[src/rtl/multicycle_control_fsm_pkg.sv]
// rtl/multicycle_control_fsm_pkg.sv - states, opcodes and datapath select encodings
package multicycle_control_fsm_pkg;

  typedef enum logic [3:0] {
    FETCH,
    DECODE,
    MEMADR,
    MEMREAD,
    MEMWB,
    MEMWRITE,
    EXECUTER,
    EXECUTEI,
    ALUWB,
    BEQ,
    JAL,
    HALT
  } state_t;

  localparam logic [6:0] OP_R   = 7'b0110011;
  localparam logic [6:0] OP_I   = 7'b0010011;
  localparam logic [6:0] OP_LW  = 7'b0000011;
  localparam logic [6:0] OP_SW  = 7'b0100011;
  localparam logic [6:0] OP_BEQ = 7'b1100011;
  localparam logic [6:0] OP_JAL = 7'b1101111;

  localparam logic [1:0] RES_ALUOUT = 2'b00;
  localparam logic [1:0] RES_MEM    = 2'b01;
  localparam logic [1:0] RES_ALU    = 2'b10;

  localparam logic [1:0] SRCA_PC    = 2'b00;
  localparam logic [1:0] SRCA_OLDPC = 2'b01;
  localparam logic [1:0] SRCA_RS1   = 2'b10;

  localparam logic [1:0] SRCB_RS2  = 2'b00;
  localparam logic [1:0] SRCB_IMM  = 2'b01;
  localparam logic [1:0] SRCB_FOUR = 2'b10;

  localparam logic [1:0] ALUOP_ADD   = 2'b00;
  localparam logic [1:0] ALUOP_SUB   = 2'b01;
  localparam logic [1:0] ALUOP_FUNCT = 2'b10;

  localparam logic [1:0] IMM_I = 2'b00;
  localparam logic [1:0] IMM_S = 2'b01;
  localparam logic [1:0] IMM_B = 2'b10;
  localparam logic [1:0] IMM_J = 2'b11;

endpackage

[src/rtl/imm_src_decoder.sv]
// rtl/imm_src_decoder.sv - opcode to immediate-format select
module imm_src_decoder
  import multicycle_control_fsm_pkg::*;
(
  input  logic [6:0] opcode,
  output logic [1:0] imm_src
);

  always_comb begin
    imm_src = IMM_I;
    case (opcode)
      OP_LW, OP_I: imm_src = IMM_I;
      OP_SW:       imm_src = IMM_S;
      OP_BEQ:      imm_src = IMM_B;
      OP_JAL:      imm_src = IMM_J;
      default:     imm_src = IMM_I;
    endcase
  end

endmodule

[src/rtl/multicycle_control_fsm.sv]
// rtl/multicycle_control_fsm.sv - multicycle RISC-V style control state machine
module multicycle_control_fsm
  import multicycle_control_fsm_pkg::*;
#(
  parameter bit ILLEGAL_HALT = 1'b1
) (
  input  logic       clk,
  input  logic       rst,
  input  logic [6:0] opcode,
  input  logic       Zero,
  input  logic       MemReady,
  output logic       MemReq,
  output logic       MemWrite,
  output logic       AdrSrc,
  output logic       IRWrite,
  output logic       PCWrite,
  output logic       RegWrite,
  output logic [1:0] ResultSrc,
  output logic [1:0] ALUSrcA,
  output logic [1:0] ALUSrcB,
  output logic [1:0] ALUOp,
  output logic [1:0] ImmSrc,
  output logic       Halted
);

  state_t state_q, state_d;

  imm_src_decoder u_imm_src_decoder (
    .opcode  (opcode),
    .imm_src (ImmSrc)
  );

  always_ff @(posedge clk) begin
    if (rst) begin
      state_q <= FETCH;
    end else begin
      state_q <= state_d;
    end
  end

  always_comb begin
    state_d   = state_q;
    MemReq    = 1'b0;
    MemWrite  = 1'b0;
    AdrSrc    = 1'b0;
    IRWrite   = 1'b0;
    PCWrite   = 1'b0;
    RegWrite  = 1'b0;
    ResultSrc = RES_ALUOUT;
    ALUSrcA   = SRCA_PC;
    ALUSrcB   = SRCB_RS2;
    ALUOp     = ALUOP_ADD;
    Halted    = 1'b0;

    case (state_q)
      FETCH: begin
        MemReq    = 1'b1;
        ALUSrcA   = SRCA_PC;
        ALUSrcB   = SRCB_FOUR;
        ResultSrc = RES_ALU;
        if (MemReady) begin
          IRWrite = 1'b1;
          PCWrite = 1'b1;
          state_d = DECODE;
        end
      end
      DECODE: begin
        // Precompute the branch target into ALUOut while the opcode is decoded.
        ALUSrcA = SRCA_OLDPC;
        ALUSrcB = SRCB_IMM;
        ALUOp   = ALUOP_ADD;
        case (opcode)
          OP_LW, OP_SW: state_d = MEMADR;
          OP_R:         state_d = EXECUTER;
          OP_I:         state_d = EXECUTEI;
          OP_BEQ:       state_d = BEQ;
          OP_JAL:       state_d = JAL;
          default:      state_d = ILLEGAL_HALT ? HALT : FETCH;
        endcase
      end
      MEMADR: begin
        ALUSrcA = SRCA_RS1;
        ALUSrcB = SRCB_IMM;
        ALUOp   = ALUOP_ADD;
        state_d = (opcode == OP_LW) ? MEMREAD : MEMWRITE;
      end
      MEMREAD: begin
        MemReq = 1'b1;
        AdrSrc = 1'b1;
        if (MemReady) state_d = MEMWB;
      end
      MEMWB: begin
        ResultSrc = RES_MEM;
        RegWrite  = 1'b1;
        state_d   = FETCH;
      end
      MEMWRITE: begin
        MemReq   = 1'b1;
        MemWrite = 1'b1;
        AdrSrc   = 1'b1;
        if (MemReady) state_d = FETCH;
      end
      EXECUTER: begin
        ALUSrcA = SRCA_RS1;
        ALUSrcB = SRCB_RS2;
        ALUOp   = ALUOP_FUNCT;
        state_d = ALUWB;
      end
      EXECUTEI: begin
        ALUSrcA = SRCA_RS1;
        ALUSrcB = SRCB_IMM;
        ALUOp   = ALUOP_FUNCT;
        state_d = ALUWB;
      end
      ALUWB: begin
        ResultSrc = RES_ALUOUT;
        RegWrite  = 1'b1;
        state_d   = FETCH;
      end
      BEQ: begin
        ALUSrcA   = SRCA_RS1;
        ALUSrcB   = SRCB_RS2;
        ALUOp     = ALUOP_SUB;
        ResultSrc = RES_ALUOUT;
        PCWrite   = Zero;
        state_d   = FETCH;
      end
      JAL: begin
        ALUSrcA   = SRCA_OLDPC;
        ALUSrcB   = SRCB_FOUR;
        ALUOp     = ALUOP_ADD;
        ResultSrc = RES_ALUOUT;
        PCWrite   = 1'b1;
        state_d   = ALUWB;
      end
      HALT: begin
        Halted  = 1'b1;
        state_d = HALT;
      end
      default: state_d = FETCH;
    endcase

    // A reset cycle must never commit architectural state, even mid-transfer.
    if (rst) begin
      IRWrite  = 1'b0;
      PCWrite  = 1'b0;
      RegWrite = 1'b0;
      MemWrite = 1'b0;
    end
  end

endmodule

[config.mk]
export PLATFORM = sky130hd
export DESIGN_NAME = multicycle_control_fsm
export DESIGN_NICKNAME = d
export VERILOG_FILES = /design/src/rtl/multicycle_control_fsm_pkg.sv /design/src/rtl/imm_src_decoder.sv /design/src/rtl/multicycle_control_fsm.sv
export SDC_FILE = /design/constraint.sdc
export NUM_CORES = 1
export LEC_CHECK = 0
export ABC_AREA = 1
export CAP_MARGIN = 5
export CELL_PAD_IN_SITES_DETAIL_PLACEMENT = 1
export CELL_PAD_IN_SITES_GLOBAL_PLACEMENT = 2
export CORE_MARGIN = 1
export CORE_UTILIZATION = 15
export CTS_CLUSTER_SIZE = 20
export DETAILED_ROUTE_END_ITERATION = 16
export PLACE_DENSITY_LB_ADDON = 0.1
export SLEW_MARGIN = 10
export SYNTH_ARGS = -nofsm -noshare
export SYNTH_HDL_FRONTEND = slang
export SYNTH_SLANG_ARGS = --single-unit
[constraint.sdc]
create_clock -name clk -period 1.2 [get_ports clk]
set_clock_uncertainty 0.1 [all_clocks]
set_input_delay 0.24 -clock clk [delete_from_list [all_inputs] [get_ports clk]]
set_output_delay 0.24 -clock clk [all_outputs]
set_load 0.02 [all_outputs]
Yosys cells after proc, flatten, opt, wreduce, memory -nomap -nowiden
Index checks and enable logic that the tools add are counted.

Bits in registers: 4. Input bits: 11. Output and inout bits: 17. Logic and storage cells: 56.

Equal/unequal tests: 20. Muxes and demuxes: 23. Reductions and logical operators: 12.

Operators by type and width (count): $pmux W4 S7 (1); $pmux W4 S5 (1); $eq A4 B3 Y1 const B (4); $eq A4 B4 Y1 const B (4); $pmux W2 S2 (4); $eq A7 B6 Y1 const B (2); $eq A7 B7 Y1 const B (2); $mux W4 (3); $reduce_or A2 Y1 (6); $mux W1 (11); $reduce_or A3 Y1 (3); $eq A4 B2 Y1 const B (2); $eq A7 B2 Y1 const B (1); $eq A7 B5 Y1 const B (1); $ne A2 B2 Y1 const B (3); $pmux W2 S3 (1); $eq A4 B1 Y1 const B (1); $logic_not A4 Y1 (1); $reduce_or A4 Y1 (1); $mux W3 (1); $pmux W1 S3 (1); $reduce_and A3 Y1 (1).

Depth between registers and ports, before layout
Depth after elaboration: 4. Depth in mapped cells: 9. Gate-level depth less buffers: 9.

Hierarchy
From an unflattened synthesis, not the netlist that was laid out.

Cells, all modules: 106. Area total of the unflattened synthesis: 588.1 um^2.

By module, submodules not included: multicycle_control_fsm (instances 1, cells an instance 89, area an instance 519.2 um^2); imm_src_decoder (instances 1, cells an instance 17, area an instance 68.8 um^2).

Worst setup path before layout
Ideal clock, no wire load.

Path type: flip-flop to output port. From: register state_q[3]. To: output PCWrite. Arrival time: 1.393 ns. Required time: 0.860 ns. Setup slack: -0.533 ns. Cell stages (with the launch flop): 5. Path through: dfxtp_1 > nand2_1 > nor2_1 > nand2_1 > a31oi_1.

Cells in the longest elaborated chain, start to end: 3.

Ends and longest elaborated chain: from (decl) (RTL line multicycle_control_fsm.sv:26) `state_t state_q, state_d;`; from (signal assigned) (RTL line multicycle_control_fsm.sv:37) `state_q <= state_d;`; $eq A4 B4 Y1 / $logic_not A4 Y1 (equally long branches) (RTL line multicycle_control_fsm.sv:55) `case (state_q)`; $pmux W1 S3 (*) (RTL line multicycle_control_fsm.sv:55); $mux W1 (*) (RTL line multicycle_control_fsm.sv:144) `if (rst) begin`; to (decl) (RTL line multicycle_control_fsm.sv:16) `output logic PCWrite,`.

Every way passes the cells marked *; elsewhere a longest branch is shown, timed or not.

Worst setup path after layout
From: register state_q[1]. To: output ALUSrcB[0].

Cells in the longest elaborated chain, start to end: 3.

Ends and longest elaborated chain: $eq A4 B1 Y1 (tied with other cells) (RTL line multicycle_control_fsm.sv:55); $reduce_or A3 Y1 (no line) / $reduce_or A2 Y1 (equally long branches); $pmux W2 S2 (*) (RTL line multicycle_control_fsm.sv:55); to (decl) (RTL line multicycle_control_fsm.sv:20) `output logic [1:0] ALUSrcB,`.

Marked as above.

==> summary by stage <==
Critical path
The worst setup path is captured at a primary output. The required arrival time at the worst endpoint is ~860 ps. Data arrives at the worst endpoint at 1250 ps. The critical path starts at state_q[1]. In this run the critical register-to-register path is launched from state_q[1]. The maximum fanout count along the critical path is 5. The kind of critical path is flip-flop to primary output.

The element type at the critical path start is a flip-flop.

Global route
The wire length of the first global-routing pass is 3700 um. The largest net degree at the start of global routing is 6. Global routing consumed, over all layers together, 13.7% of the routing resources. The sum of overflow across all layers after global routing is 0. The via count of the first global-routing pass is around 850.

The initial antenna violation count came to 0.

Placement
Including well taps, the total number of placed cells is 181. The congestion estimate from routability-driven global placement came to between 0.7 and 0.8. The wire-length estimate of the detail-placed layout is 1690 um. The count of buffers inserted at the top-level ports is 27.

Power
The power per cell area is 1960 nW/um2. The static leakage power is roughly 0.00066 uW. Across the VDD grid, the largest voltage drop is 1.31 mV.

Worst hold path
The class of the worst hold path is input port to flip-flop. The worst hold path begins at opcode[4].

Finish
Summing all multi-input logic gate instances after layout gives 574 um2. The area taken by flip-flops and latches is between 90 and 100 um2. The register bank with the most flops is state_q. After filler insertion, the fill cell instance count of the layout stands at around 390. The antenna diode count is 0.

Measured on the finished design, the core utilization comes to 43.9%. The number of non-filler instances in the completed layout is between 150 and 200. The count of nets after finishing is 168. The area overhead of the layout relative to synthesis is 169%. In the final layout, the registers with the most flip-flops are state_q (4).

The register with the most flip-flops in the layout has 4 of them. The layout cell share with drive strength beyond 1 is 84.5%.

Timing
The worst path setup slack after routing is -386 ps. The upper clock frequency limit is around 630 MHz. Setup violations remaining at the end of the flow were counted as 20. At the pin with the least slew margin, the transition time is 293 ps. The clock period minus worst slack is roughly 1600 ps.

In this run the tightest slew margin relative to its limit is 80.4%. The share of the clock period used by the worst path after layout is 132%. The final-report max-slew violation count is 0.

Setup repair after global routing could not meet its margin everywhere. The final hold violation count was 0. Hold is met by 252 ps.

Yosys
The top cell type by area accounts for 18.4% of the synthesized area. Yosys mapped a number of flops with a built-in enable equal to 0. The number of distinct library cells after synthesis is 20.

After synthesis the netlist holds a flip-flop and latch count of 4. After synthesis, the most frequently instantiated cells are nand2_1 (25), inv_1 (16), nor2_1 (15). When the netlist entered floorplanning its net count stood at approximately 100. Yosys printed 0 warnings. In the post-synthesis netlist, the biggest area contributors are nand2_1 (18%), dfxtp_1 (16%), inv_1 (12%).

The gate count after technology mapping is 91. For this run, the leading register cell type out of synthesis is dfxtp_1. In this run the cell area of the synthesized design comes to about 500 um2. The share of synthesized area occupied by flip-flops and latches is between 15 and 20%.

A synthesized cell averages 5.61 um2. Yosys instantiated no cell more often than nand2_1. For this run, asynchronously set or reset flops after synthesis account for 0%. The largest area contributor in the synthesized netlist is nand2_1.

Detailed routing
The first detailed-routing pass took 3 iterations. The ratio of routed vias to standard cells is slightly above 4. The final route contains 814 vias. The routed length per instance is around 11 um. The first-iteration detailed-routing DRC count is 10.

The number of nets with antenna violations after routing is 0. The number of remaining DRC errors is 0. The routed wire length is 2190 um.

Floorplan
The vertical die dimension is a little over 60 um. The die is 60.3 um wide. 28 I/O pins were placed. The count of standard-cell rows is 20.

The area of the die is 3640 um2. Once the floorplan was initialized, standard cells occupied between 15 and 20% of the core. The core region is roughly 3100 um2.

Run status
The final reports fail on negative setup slack. The flow ran to the end, but the final reports show violations.

Clocking
The clock tree from TritonCTS is done. The clock insertion delay at the later pin of the skew report is ~240 ps. After clock tree synthesis, the clock-pin slew on the worst setup and hold paths is 30 ps. The maximum count of clock buffers along a single path is 2. The number of clock sinks is 4. In this run, CTS created clock tree buffers numbering 3. The root cell of the clock tree is clkbuf_4. The number of H-tree branching levels is 1. The number of buffers inserted by hold repair at cts is 0.

Run
The tool flagged a number of max-cap violations equal to 0.
## worst max-delay path, cell delays in order (launching register included)
cell and delay [ps]:
dfxtp_4 360, buf_6 120, nor2_4 170, nand2_4 80
o211ai_1 100, buf_4 170
## cells in the final DEF (no fill, tap or decap)
master and instances:
nand3_4 2, a21oi_4 1, a31oi_1 1, buf_6 17, a21oi_2 4, clkbuf_4 3, nor2_4 13, clkdlybuf4s50_1 2
o211ai_1 1, inv_2 7, a21oi_1 1, nand2_2 17, nor2_2 4, dfxtp_4 3, nand2_1 5, buf_8 2
inv_1 5, a31oi_4 1, a22o_1 1, nand3_2 3, dfxtp_2 1, buf_2 4, buf_4 36, clkinv_4 1
dlygate4sd2_1 1, inv_6 1, nor3_1 1, a211oi_2 1, inv_4 4, nand3_1 4, nor2_1 2, nand2_4 6
## metal layers
layer / routed length, um / GRT usage (%) / share of wire [%] / up-vias
met4: 22 / 3.99 / 1.0 / 0
met2: 1150 / 24.5 / 53 / 20
met3: 81 / 2.77 / 3.7 / 4
li1: - / - / - / 412
met5: 0 / 0 / 0 / -
met1: 935 / 16.3 / 43 / 378
## final cells by class
class / count / area share (%)
multi-input cells: 68 / 41.8
repair buffers: 62 / 39.4
flip-flops and latches: 4 / 6.75
inverters: 18 / 6.38
well taps: 44 / 4.01
clock buffers: 3 / 1.64
## metrics by stage
step                setup slack (ps)  total power, uW  setup TNS (ps)  instance area [um2]
detailed placement              -941             2050          -13410                 1070
global placement                -910             2040          -13220                 1070
global route                    -466             2890           -6460                 1370
finish                          -386             2690           -5150                 1370
CTS                             -390             2640           -5180                 1310
floorplan                       -144             1250            -840                  597
## worst paths after layout
kind	end	slack, ps	depth (start not counted)
max	ALUSrcB[0]	-390	5
min	state_q[1]	250	4
max reg2reg	state_q[2]	-230	9
min reg2reg	state_q[0]	490	2
## what timing repair did
item | CTS | global route
resized for setup | 171 | 20
pin swaps | 26 | 13
setup endpoints to repair | 21 | 21
cloned | 0 | 0
buffers inserted | 15 | 2
## logic make-up after synthesis
group           count (synthesis)  synth area share (%)
compound gates                 11                  14.5
buf+inv                        19                  14.2
flops                           4                  15.7
simple gates                   57                  55.6
## report_power, final
group,switching (uW),total [uW],leakage [uW],internal (uW)
Combinational,1130,2200,0.000607,1070
Clock,57.0,169,0.0000138,112
Sequential,117,323,0.0000353,207
Total,1300,2690,0.000656,1390
Note: power is estimated with default switching activity, not from simulation.
